==> src/rtl/pipe_hazard_ctrl.sv <==
// -----------------------------------------------------------------------------
// pipe_hazard_ctrl
//
// Sequencing controller for the 16-bit five-stage CPU (IF, ID, EX, MEM, WB).
// It keeps a three-slot record of the destination registers held by the
// instructions in EX, MEM and WB. From that record it interlocks ID on
// read-after-write hazards and squashes the front end on taken branches.
// It also drains the pipeline after a HALT before it reports halted.
//
// Parameters
//   WB_BYPASS   1: the register file writes in the first half-cycle, so a
//               match in the WB slot is not a hazard.
//               0: the WB slot also interlocks.
//   CNT_W       width of the saturating stall-cycle counter.
//
// Ports
//   clk              system clock, rising edge
//   rst              asynchronous reset, active low
//   id_valid         ID holds a real instruction
//   id_rs1, id_rs2   source register fields (instr[11:8], instr[7:4])
//   id_use_rs1/2     the instruction reads rs1 / rs2
//   id_wr1           the instruction writes the rs1-field register
//   id_wr2           the instruction also writes the rs2-field register
//   id_halt          the ID instruction is HALT
//   ex_branch_taken  a branch or jump in EX resolved taken this cycle
//   pc_en            PC update enable
//   ifid_en          IF/ID load enable
//   ifid_flush       clear IF/ID to NOP on the next edge
//   idex_bubble      load NOP into ID/EX on the next edge
//   halted           the pipeline has fully drained after a HALT
//   busy_mask        bit n is set when register n has a pending write
//   stall_cycles     saturating count of RAW-interlock cycles
// -----------------------------------------------------------------------------
module pipe_hazard_ctrl #(
    parameter int WB_BYPASS = 1,
    parameter int CNT_W     = 16
) (
    input  logic             clk,
    input  logic             rst,
    input  logic             id_valid,
    input  logic [3:0]       id_rs1,
    input  logic [3:0]       id_rs2,
    input  logic             id_use_rs1,
    input  logic             id_use_rs2,
    input  logic             id_wr1,
    input  logic             id_wr2,
    input  logic             id_halt,
    input  logic             ex_branch_taken,
    output logic             pc_en,
    output logic             ifid_en,
    output logic             ifid_flush,
    output logic             idex_bubble,
    output logic             halted,
    output logic [15:0]      busy_mask,
    output logic [CNT_W-1:0] stall_cycles
);

    typedef struct packed {
        logic       v;
        logic       wr1;
        logic [3:0] rd1;
        logic       wr2;
        logic [3:0] rd2;
    } slot_t;

    typedef enum logic [1:0] {
        ST_RUN    = 2'd0,
        ST_DRAIN  = 2'd1,
        ST_HALTED = 2'd2
    } state_t;

    // The WB slot takes part in hazards and busy_mask only without the
    // half-cycle register-file bypass.
    localparam logic WB_CHECK = (WB_BYPASS == 0);

    slot_t            ex_reg, mem_reg, wb_reg;
    slot_t            ex_next;
    state_t           state_reg, state_next;
    logic [CNT_W-1:0] stall_reg, stall_next;

    logic hazard;
    logic pc_en_next, ifid_en_next, ifid_flush_next, idex_bubble_next;

    // The slot holds a valid record that writes register r.
    function automatic logic slot_writes(input slot_t s, input logic [3:0] r);
        return s.v && ((s.wr1 && (s.rd1 == r)) || (s.wr2 && (s.rd2 == r)));
    endfunction

    function automatic logic reg_pending(input logic [3:0] r,
                                         input slot_t e, input slot_t m,
                                         input slot_t w);
        return slot_writes(e, r) || slot_writes(m, r) ||
               (WB_CHECK && slot_writes(w, r));
    endfunction

    assign hazard = (id_use_rs1 && reg_pending(id_rs1, ex_reg, mem_reg, wb_reg)) ||
                    (id_use_rs2 && reg_pending(id_rs2, ex_reg, mem_reg, wb_reg));

    generate
        for (genvar gi = 0; gi < 16; gi++) begin : g_busy
            assign busy_mask[gi] = reg_pending(4'(gi), ex_reg, mem_reg, wb_reg);
        end
    endgenerate

    always_comb begin
        pc_en_next       = 1'b0;
        ifid_en_next     = 1'b0;
        ifid_flush_next  = 1'b0;
        idex_bubble_next = 1'b0;
        ex_next          = '0;
        state_next       = state_reg;
        stall_next       = stall_reg;

        case (state_reg)
            ST_RUN: begin
                if (ex_branch_taken) begin
                    // Squash the wrong-path instructions in IF and ID.
                    // This case takes priority over any interlock.
                    pc_en_next       = 1'b1;
                    ifid_en_next     = 1'b1;
                    ifid_flush_next  = 1'b1;
                    idex_bubble_next = 1'b1;
                end else if (id_valid && hazard) begin
                    idex_bubble_next = 1'b1;
                    if (stall_reg != {CNT_W{1'b1}})
                        stall_next = stall_reg + CNT_W'(1);
                end else if (id_valid && id_halt) begin
                    // HALT enters EX as a bubble. It carries no write, so the
                    // drain waits only for the older instructions.
                    idex_bubble_next = 1'b1;
                    state_next       = ST_DRAIN;
                end else begin
                    pc_en_next   = 1'b1;
                    ifid_en_next = 1'b1;
                    if (id_valid) begin
                        ex_next.v   = 1'b1;
                        ex_next.wr1 = id_wr1;
                        ex_next.rd1 = id_rs1;
                        ex_next.wr2 = id_wr2;
                        ex_next.rd2 = id_rs2;
                    end
                end
            end
            ST_DRAIN: begin
                idex_bubble_next = 1'b1;
                if (!ex_reg.v && !mem_reg.v && !wb_reg.v)
                    state_next = ST_HALTED;
            end
            ST_HALTED: begin
                idex_bubble_next = 1'b1;
            end
            default: begin
                state_next = ST_RUN;
            end
        endcase
    end

    // Every control output is held low while reset is asserted. Without this
    // gating, the RUN state would drive pc_en during reset.
    assign pc_en        = rst && pc_en_next;
    assign ifid_en      = rst && ifid_en_next;
    assign ifid_flush   = rst && ifid_flush_next;
    assign idex_bubble  = rst && idex_bubble_next;
    assign halted       = rst && (state_reg == ST_HALTED);
    assign stall_cycles = stall_reg;

    always_ff @(posedge clk or negedge rst) begin
        if (!rst) begin
            ex_reg    <= '0;
            mem_reg   <= '0;
            wb_reg    <= '0;
            state_reg <= ST_RUN;
            stall_reg <= '0;
        end else begin
            ex_reg    <= ex_next;
            mem_reg   <= ex_reg;
            wb_reg    <= mem_reg;
            state_reg <= state_next;
            stall_reg <= stall_next;
        end
    end

endmodule

==> config.mk <==
export PLATFORM = sky130hd
export DESIGN_NAME = pipe_hazard_ctrl
export DESIGN_NICKNAME = d
export VERILOG_FILES = /design/src/rtl/pipe_hazard_ctrl.sv
export SDC_FILE = /design/constraint.sdc
export NUM_CORES = 1
export LEC_CHECK = 0
export CAP_MARGIN = 5
export CORE_ASPECT_RATIO = 1.1
export CORE_MARGIN = 2
export CORE_UTILIZATION = 45
export DETAILED_ROUTE_END_ITERATION = 7
export DONT_BUFFER_PORTS = 1
export GPL_TIMING_DRIVEN = 0
export RECOVER_POWER = 100
export REMOVE_ABC_BUFFERS = 1
export SLEW_MARGIN = 0
export SYNTH_ARGS = -nofsm -noshare
export SYNTH_HDL_FRONTEND = slang
export SYNTH_SLANG_ARGS = --single-unit
==> constraint.sdc <==
create_clock -name clk -period 2.36 [get_ports clk]
set_input_delay 0.354 -clock clk [delete_from_list [all_inputs] [get_ports clk]]
set_output_delay 0.354 -clock clk [all_outputs]
set_load 0.02 [all_outputs]
==> results of run 1 <==
[layer usage]
layer	up-vias	wire length [um]	global-route usage
met2	81	3320	0.356
met3	10	512	0.0559
met5	-	0	0
met1	1031	2790	0.274
met4	0	103	0.0714
li1	1021	-	-
[final timing paths]
check	start	slack, ns	endpoint
hold / removal	id_rs1[0]	0.18	ex_reg[5]$_DFF_PN0_
setup / recovery	mem_reg[5]$_DFF_PN0_	-0.05	ifid_en
max in group asynchronous	rst	0.88	mem_reg[10]$_DFF_PN0_
min in group asynchronous	rst	0.76	mem_reg[6]$_DFF_PN0_
hold reg to reg	ex_reg[0]$_DFF_PN0_	0.52	mem_reg[0]$_DFF_PN0_
setup reg to reg	stall_cycles[7]$_DFFE_PN0P_	0.05	stall_cycles[1]$_DFFE_PN0P_
[layout make-up]
type                       count  area share
clock buffer                   6      0.0278
multi-input combinational    219       0.537
tap                           77      0.0324
timing repair buffer          13      0.0357
sequential                    41       0.351
inverter                       3     0.00378
clock inverter                 2      0.0126
[metrics by stage]
stage	total power (W)	std cells	TNS, ns	utilization
4_1_cts	0.00136	353	-0.501	0.509
6_report	0.00135	361	-0.100	0.519
5_1_grt	0.00139	361	-0.431	0.519
3_5_place_dp	0.000747	340	-1.28	0.466
2_1_floorplan	0.000744	263	0	-
3_3_place_gp	0.000746	340	-1.73	0.466
[power breakdown]
group          total [W]  internal, W  switching, W
clock           0.000594     0.000344      0.000250
sequential      0.000702     0.000702             0
combinational  0.0000502    0.0000210     0.0000292
[critical path: stages, from the launching register on]
cell and delay (ns):
dfrtp_2 0.45, xor2_1 0.18, nor3_1 0.09, nand4_1 0.13
o31ai_2 0.10, o31ai_4 0.27, nand2_2 0.10, o21ai_2 0.16
and3_4 0.28
[synth_stat cells, drive strengths merged, types with 3 or more instances]
master / n / area share
ha: 5 / 0.024
o22ai: 29 / 0.068
nand3: 18 / 0.036
a22o: 16 / 0.053
clkbuf: 10 / 0.014
dfrtp: 41 / 0.39
buf: 8 / 0.017
nand3b: 7 / 0.020
o31ai: 3 / 0.014
nand2: 20 / 0.028
nand2b: 8 / 0.019
xnor2: 26 / 0.086
and3: 7 / 0.017
inv: 3 / 0.0042
nor2: 3 / 0.0042
nor3: 5 / 0.0094
o21ai: 5 / 0.011
xor2: 21 / 0.069
a21oi: 5 / 0.014
and2: 13 / 0.031
or2: 4 / 0.0094
nand4: 9 / 0.021
[cell usage in the layout, fill, tap and decap left out, types with 2 or more instances in the layout]
| cell type | n |
|---|---|
| dfrtp_1 | 30 |
| o22ai_1 | 29 |
| xnor2_1 | 26 |
| xor2_1 | 21 |
| nand2_1 | 19 |
| nand3_1 | 17 |
| a22o_1 | 16 |
| and2_1 | 11 |
| nand4_1 | 9 |
| dfrtp_2 | 9 |
| buf_4 | 9 |
| nand2b_1 | 8 |
| nand3b_1 | 7 |
| clkbuf_8 | 6 |
| and3_1 | 5 |
| ha_1 | 5 |
| nor3_1 | 4 |
| or2_2 | 4 |
| inv_1 | 3 |
| nor2_1 | 3 |
| o21ai_0 | 3 |
| a21oi_1 | 3 |
| o31ai_2 | 2 |
| o21ai_2 | 2 |
| nor4_2 | 2 |
| or3b_2 | 2 |
| nor2b_1 | 2 |
| a21oi_4 | 2 |
| mux2_2 | 2 |
| dfrtp_4 | 2 |
[what timing repair did]
action                                 in CTS  in global routing
resized for setup                          19                 10
hold buffers                                2                  0
pin swaps                                   5                  8
endpoints found under the hold margin      41                  0
buffers inserted                            3                  8
setup endpoints to repair                  29                 17
[cell families after synthesis]
| logic type | Yosys count |
|---|---|
| adder cells (fa/ha/maj) | 5 |
| XOR/XNOR | 47 |
| buffers and inverters | 21 |
| AO/OA/AOI/OAI | 62 |
| AND/OR/NAND/NOR | 102 |
| multiplexers | 3 |
| flip-flops | 41 |
==> results by stage, run 1 <==
Power:
- Dividing total power by cell area gives a power density of 452 mW/mm2.
- In this run the static leakage power is 1.20 nW.
- The peak ir drop on the vdd network is 0.000332 V.

Logic synthesis:
- The xor-xnor portion of the synthesized cell area is 0.155.
- Of the synthesized area, sequential elements account for 0.386.
- The number of enable flip-flop cells after synthesis is 0.
- After synthesis the cells add up to 0.00266 mm2.
- Of the post-synthesis cell area, the part taken by muxes is 0.0122.
- The cell count after synthesis came out at 281.
- Of the total synthesized cell area, the portion taken by full adders, half adders and majority gates is 0.0235.
- The area fraction in compound gates after synthesis is 0.172.
- In this run, distinct cell masters in the synthesized netlist total 42.
- The count of warnings emitted by yosys is 0.
- Among all flip-flop cells after synthesis, the most frequent one is dfrtp_1.
- Of all flip-flops after synthesis, the portion carrying an async set or reset was 1.00.
- The synthesized area per cell is 9.46 um2.
- Of the total synthesized cell area, the portion taken by AND, OR, NAND and NOR gates is 0.216.
- The synthesized design contains 41 register bits.
- The main combinational cell family by area after synthesis is simple AND/OR/NAND/NOR gates.

Finish:
- Compared with the post-synthesis result, the final layout area differs by 11.9%.
- The number of flip-flops in the largest register is 16.
- In the final design database the tool counted 305 nets.
- The share of post-route cells with drive strength above 1 is 0.197.
- Summing all flip-flop and latch instances after layout gives 0.00104 mm2.
- The diode insertion count for antenna repair is 0.
- The final instance area is 0.00298 mm2.
- The layout has 569 filler cells.
- In the final layout, the multi-input gates occupy 0.00160 mm2.

STA:
- After layout, the worst setup slack is -0.0501 ns.
- Setup repair after global routing could not meet its margin everywhere.
- The count of final setup violators is 2.
- The number of hold-slack violations in the final timing report was 0.
- Hold timing on the final database bottoms out at a slack of 0.177 ns.
- The measured slew at the worst slew-check pin is 0.978 ns.
- The portion of the clock cycle consumed by the worst path in the final layout is 1.02.
- The worst slew slack as a fraction of its limit is 0.348.
- For the final database, setup skew stands at 0.0103 ns.
- Timing would allow up to 415 MHz.
- The post-route minimum period is 2.41 ns.
- The count of pins over their slew limit is 0.

Setup path:
- Of all nets on the critical path, the largest fanout is 4.
- For the worst flop-to-flop path, the logic depth is 8.
- The start-to-end type of the worst setup path is reg -> out.
- STA classifies the critical path endpoint as a primary output.
- The element type at the critical path start is a register.
- Data on the critical path is required at its endpoint by 2.01 ns.
- The endpoint arrival time on the critical path is 2.06 ns.

Placement:
- Once placement finished, the instance area stood at 0.00267 mm2.
- The HPWL after detailed placement is 4.62 mm.
- At the placement stage, the worst setup path has a slack of -0.144 ns.
- The count of input and output buffers is 0.
- The congestion estimate from routability-driven global placement came to 0.787.

Floorplan:
- The floorplan step defined a die boundary enclosing 0.00654 mm2.
- In this run the horizontal extent of the chip is 77.3 um.
- The initial cell density of the core is 0.464.
- The region available for standard cell placement spans 0.00573 mm2.
- In this run the count of I/O pins placed on the die edge is 54.
- The floorplan step set the die height to 84.6 um.
- The placement row count is 29.

Drt:
- After the first detailed-routing iteration, the DRC count stood at 136.
- For this run, the detailed router's first-pass iteration total came to 4.
- The via count is 2143.
- The final layout contains routed wiring with a total length of 6.73 mm.
- The number of remaining DRC errors is 0.
- In the routed layout, each cell is associated on average with a via count of 5.94.
- The number of routed nets with antenna violations is 0.
- The average routed wire per standard cell is 18.6 um.

Outcome:
- The checks that failed: negative setup slack.
- The run finished, with violations left.

GRT:
- The global-route usage over all layers is 0.215.
- The number of antenna violations at the first check in global routing is 0.
- The via count of the first global-routing pass is 2180.
- The largest net degree at the start of global routing is 42.
- The first global-routing pass estimated 11.0 mm of wire.
- The total grt overflow is 0.

Hold path:
- The number of stages on the worst hold path is 1.
- The worst hold path belongs to the class in -> reg.

Clock network:
- For this design, the sink count on the clock tree is 41.
- The clock tree from TritonCTS is yes.
- In this run the deepest clock path goes through 2 buffers.
- The CTS root buffer is clkbuf_8.
- After clock tree synthesis, the clock-pin slew on the worst setup and hold paths is 0.08 ns.
- The clock buffer count from CTS is 5.
- The number of H-tree levels is 2.
- The clock latency reported for the late side of the worst-skew pair is 0.30 ns.

Job:
- The tool flagged a number of max-cap violations equal to 0.
Note: power is estimated with default switching activity, not from simulation.
==> run 2, diff against run 1 <==
--- a/config.mk
+++ b/config.mk
@@ -5,6 +5,7 @@
 export SDC_FILE = /design/constraint.sdc
 export NUM_CORES = 1
 export LEC_CHECK = 0
+export ABC_CLOCK_PERIOD_IN_PS = 2360
 export CAP_MARGIN = 5
 export CORE_ASPECT_RATIO = 1.1
 export CORE_MARGIN = 2
@@ -12,6 +13,7 @@
 export DETAILED_ROUTE_END_ITERATION = 7
 export DONT_BUFFER_PORTS = 1
 export GPL_TIMING_DRIVEN = 0
+export HOLD_SLACK_MARGIN = 0.08
 export RECOVER_POWER = 100
 export REMOVE_ABC_BUFFERS = 1
 export SLEW_MARGIN = 0
==> results of run 2 <==
Same layout as run 1: the final DEF is identical, and so are final timing and power.
==> run 3, diff against run 2 <==
--- a/config.mk
+++ b/config.mk
@@ -5,7 +5,7 @@
 export SDC_FILE = /design/constraint.sdc
 export NUM_CORES = 1
 export LEC_CHECK = 0
-export ABC_CLOCK_PERIOD_IN_PS = 2360
+export ABC_CLOCK_PERIOD_IN_PS = 2100
 export CAP_MARGIN = 5
 export CORE_ASPECT_RATIO = 1.1
 export CORE_MARGIN = 2
==> constraint.sdc (replaced) <==
create_clock -name clk -period 2.1 [get_ports clk]
set_input_delay 0.315 -clock clk [delete_from_list [all_inputs] [get_ports clk]]
set_output_delay 0.315 -clock clk [all_outputs]
set_load 0.02 [all_outputs]
==> results by stage, run 3 (same netlist as run 1, synthesis figures left out) <==
Floorplan:
- The placement row count is 29.
- The die is 77.3 um wide.
- The top-level port count is 54.
- The die area is 0.00654 mm2.
- The floorplan step defined a core boundary enclosing 0.00573 mm2.
- From bottom edge to top edge, the die measures 84.6 um.
- The initial cell density of the core is 0.464.

Setup path:
- Along the worst path, the maximum fanout reaches 4.
- The slowest stage of the critical path belongs to the cell dfrtp_2.
- STA classifies the critical path startpoint as a register.
- The endpoint arrival time on the critical path is 2.03 ns.
- The critical path endpoint category is a primary output.
- Counting both buffers and inverters, the worst setup path holds a total of 0.
- The delay of the slowest critical-path stage is 0.44 ns.
- In this design, the largest share of critical-path delay is due to simple AND/OR/NAND/NOR gates.
- The signal on the critical path passes through xor2_1 -> nor3_1 -> nand4_1 -> o31ai_2 -> o31ai_4 -> nand2_2 -> o21ai_2 -> and3_4.
- The critical path in this run is classified as reg -> out.
- The data required time at the worst endpoint is 1.78 ns.

Hold path:
- The worst min-delay path category is in -> reg.

GRT:
- The global-route wire length before repair is 11.4 mm.
- Entering global routing, the biggest net connects 42 pins.
- The total grt overflow is 0.
- The number of antenna violations at the first check in global routing is 0.
- The via count of the first global-routing pass is 2229.
- The global-route usage over all layers is 0.223.

STA:
- Setup repair after global routing could not meet its margin everywhere.
- The count of pins over their slew limit is 0.
- The portion of the clock cycle consumed by the worst path in the final layout is 1.12.
- The achievable frequency is 426 MHz.
- Setup slack on the critical path of the routed design comes to -0.249 ns.
- Measured against its own limit, the worst slew margin works out to 0.336.
- Setup total negative slack on the finished layout was measured at -1.62 ns.
- The worst-case clock skew is 0.0110 ns.
- The number of hold-slack violations in the final timing report is 0.
- The post-route minimum period is 2.35 ns.
- The measured slew at the worst slew-check pin is 0.997 ns.
- The count of final setup violators is 19.

Clock network:
- The maximum root-to-sink buffer count is 2.
- The number of H-tree levels is 2.
- The clock buffer count from CTS is 5.
- The CTS root buffer is clkbuf_8.
- For the worst-skew pair, the clock arrives at the later sink with an insertion delay of 0.29 ns.
- The clock slew at the register clock pins of the worst setup and hold paths is 0.08 ns.
- The clock tree from TritonCTS is yes.
- CTS saw 41 sinks.

Power:
- VDD sags by at most 0.000371 V.
- For this design the ratio of total power to cell area is 479 mW/mm2.
- The leakage power is 1.23 nW.

Drt:
- For this run, the detailed router's first-pass iteration total came to 4.
- For this block, the routed nets add up to 6.90 mm of wire.
- The number of routed nets with antenna violations is 0.
- The first-iteration detailed-routing DRC count is 122.
- The routed layout has 2157 vias.
- In the final routed layout, each cell accounts on average for 18.9 um.
- The post-detailed-route via-to-cell ratio is 5.89.
- The number of remaining DRC errors is 0.

Finish:
- The post-synthesis to final-layout area growth is 18.5%.
- The diode insertion count for antenna repair is 0.
- Leaving out fill and tap cells, the most frequent cells in the layout are dfrtp_1, xnor2_1, o22ai_1.
- The number of flip-flops in the largest register is 16.
- The number of nets in the final layout is 310.
- Leaving out fill and tap cells, the most frequent cell in the layout is dfrtp_1.
- In the final layout, the share of cells above drive strength 1 is 0.277.

Placement:
- At the end of routability-driven placement, the weighted congestion stood at 0.787.
- The count of input and output buffers is 0.
- Detailed placement ended at an HPWL of 4.62 mm.
- The pre-CTS setup slack is -0.365 ns.

Outcome:
- The checks that failed: negative setup slack.
- The flow ran to the end, but the final reports show violations.

Job:
- The number of max-capacitance violations reported is 0.
run 3: cell count changes in the layout (fill, tap and decap cells not counted), sizes merged:
| cell | before | now |
|---|---|---|
| buf | 10 | 15 |
run 3: path summary, 6_finish.rpt:
check	slack, ns	cells after the start	startpoint	to
max in group asynchronous	0.64	2	rst	ex_reg[10]$_DFF_PN0_
setup reg to reg	-0.09	9	ex_reg[6]$_DFF_PN0_	stall_cycles[6]$_DFFE_PN0P_
min in group asynchronous	0.73	2	rst	mem_reg[1]$_DFF_PN0_
hold reg to reg	0.50	0	ex_reg[7]$_DFF_PN0_	mem_reg[7]$_DFF_PN0_
hold / removal	0.14	1	id_rs1[0]	ex_reg[5]$_DFF_PN0_
setup / recovery	-0.25	8	mem_reg[5]$_DFF_PN0_	ifid_en
run 3: layout make-up:
class                      instances  area, um2
tap                               77       96.3
sequential                        41       1050
multi-input combinational        219       1680
inverter                           3       11.3
fill                             565       2580
clock buffer                       6       82.6
timing repair buffer              18        193
clock inverter                     2       37.5
run 3: what timing repair did:
item | in CTS | in global routing
cloned | 1 | 0
hold buffers | 2 | 0
pin swaps | 24 | 7
buffers inserted | 10 | 5
setup endpoints to repair | 34 | 37
resized for setup | 47 | 7
hold endpoints to repair | 41 | 0
run 3: report_power, final:
part	switching (W)	internal [W]	leakage [nW]
clock network	0.000278	0.000387	0.0574
registers	0	0.000789	0.545
logic	0.0000329	0.0000238	0.630
total	0.000311	0.00120	1.23
run 3: through the flow:
step	instance area, um2	cells	utilization	hold WS [ns]	power (W)
3_5_place_dp	2670	340	0.466	0.0209	0.000839
2_1_floorplan	2580	263	-	0.0194	0.000836
6_report	3150	366	0.550	0.142	0.00151
4_1_cts	3100	361	0.541	0.0994	0.00153
3_3_place_gp	2670	340	0.466	0.0210	0.000838
5_1_grt	3150	366	0.550	0.141	0.00156
run 3: per-layer routing:
| layer | up-vias | routed length, um | global-route usage |
|---|---|---|---|
| met4 | 0 | 69 | 0.0714 |
| met1 | 1041 | 2790 | 0.285 |
| met3 | 6 | 597 | 0.0559 |
| met5 | - | 0 | 0 |
| met2 | 86 | 3440 | 0.371 |
| li1 | 1024 | - | - |
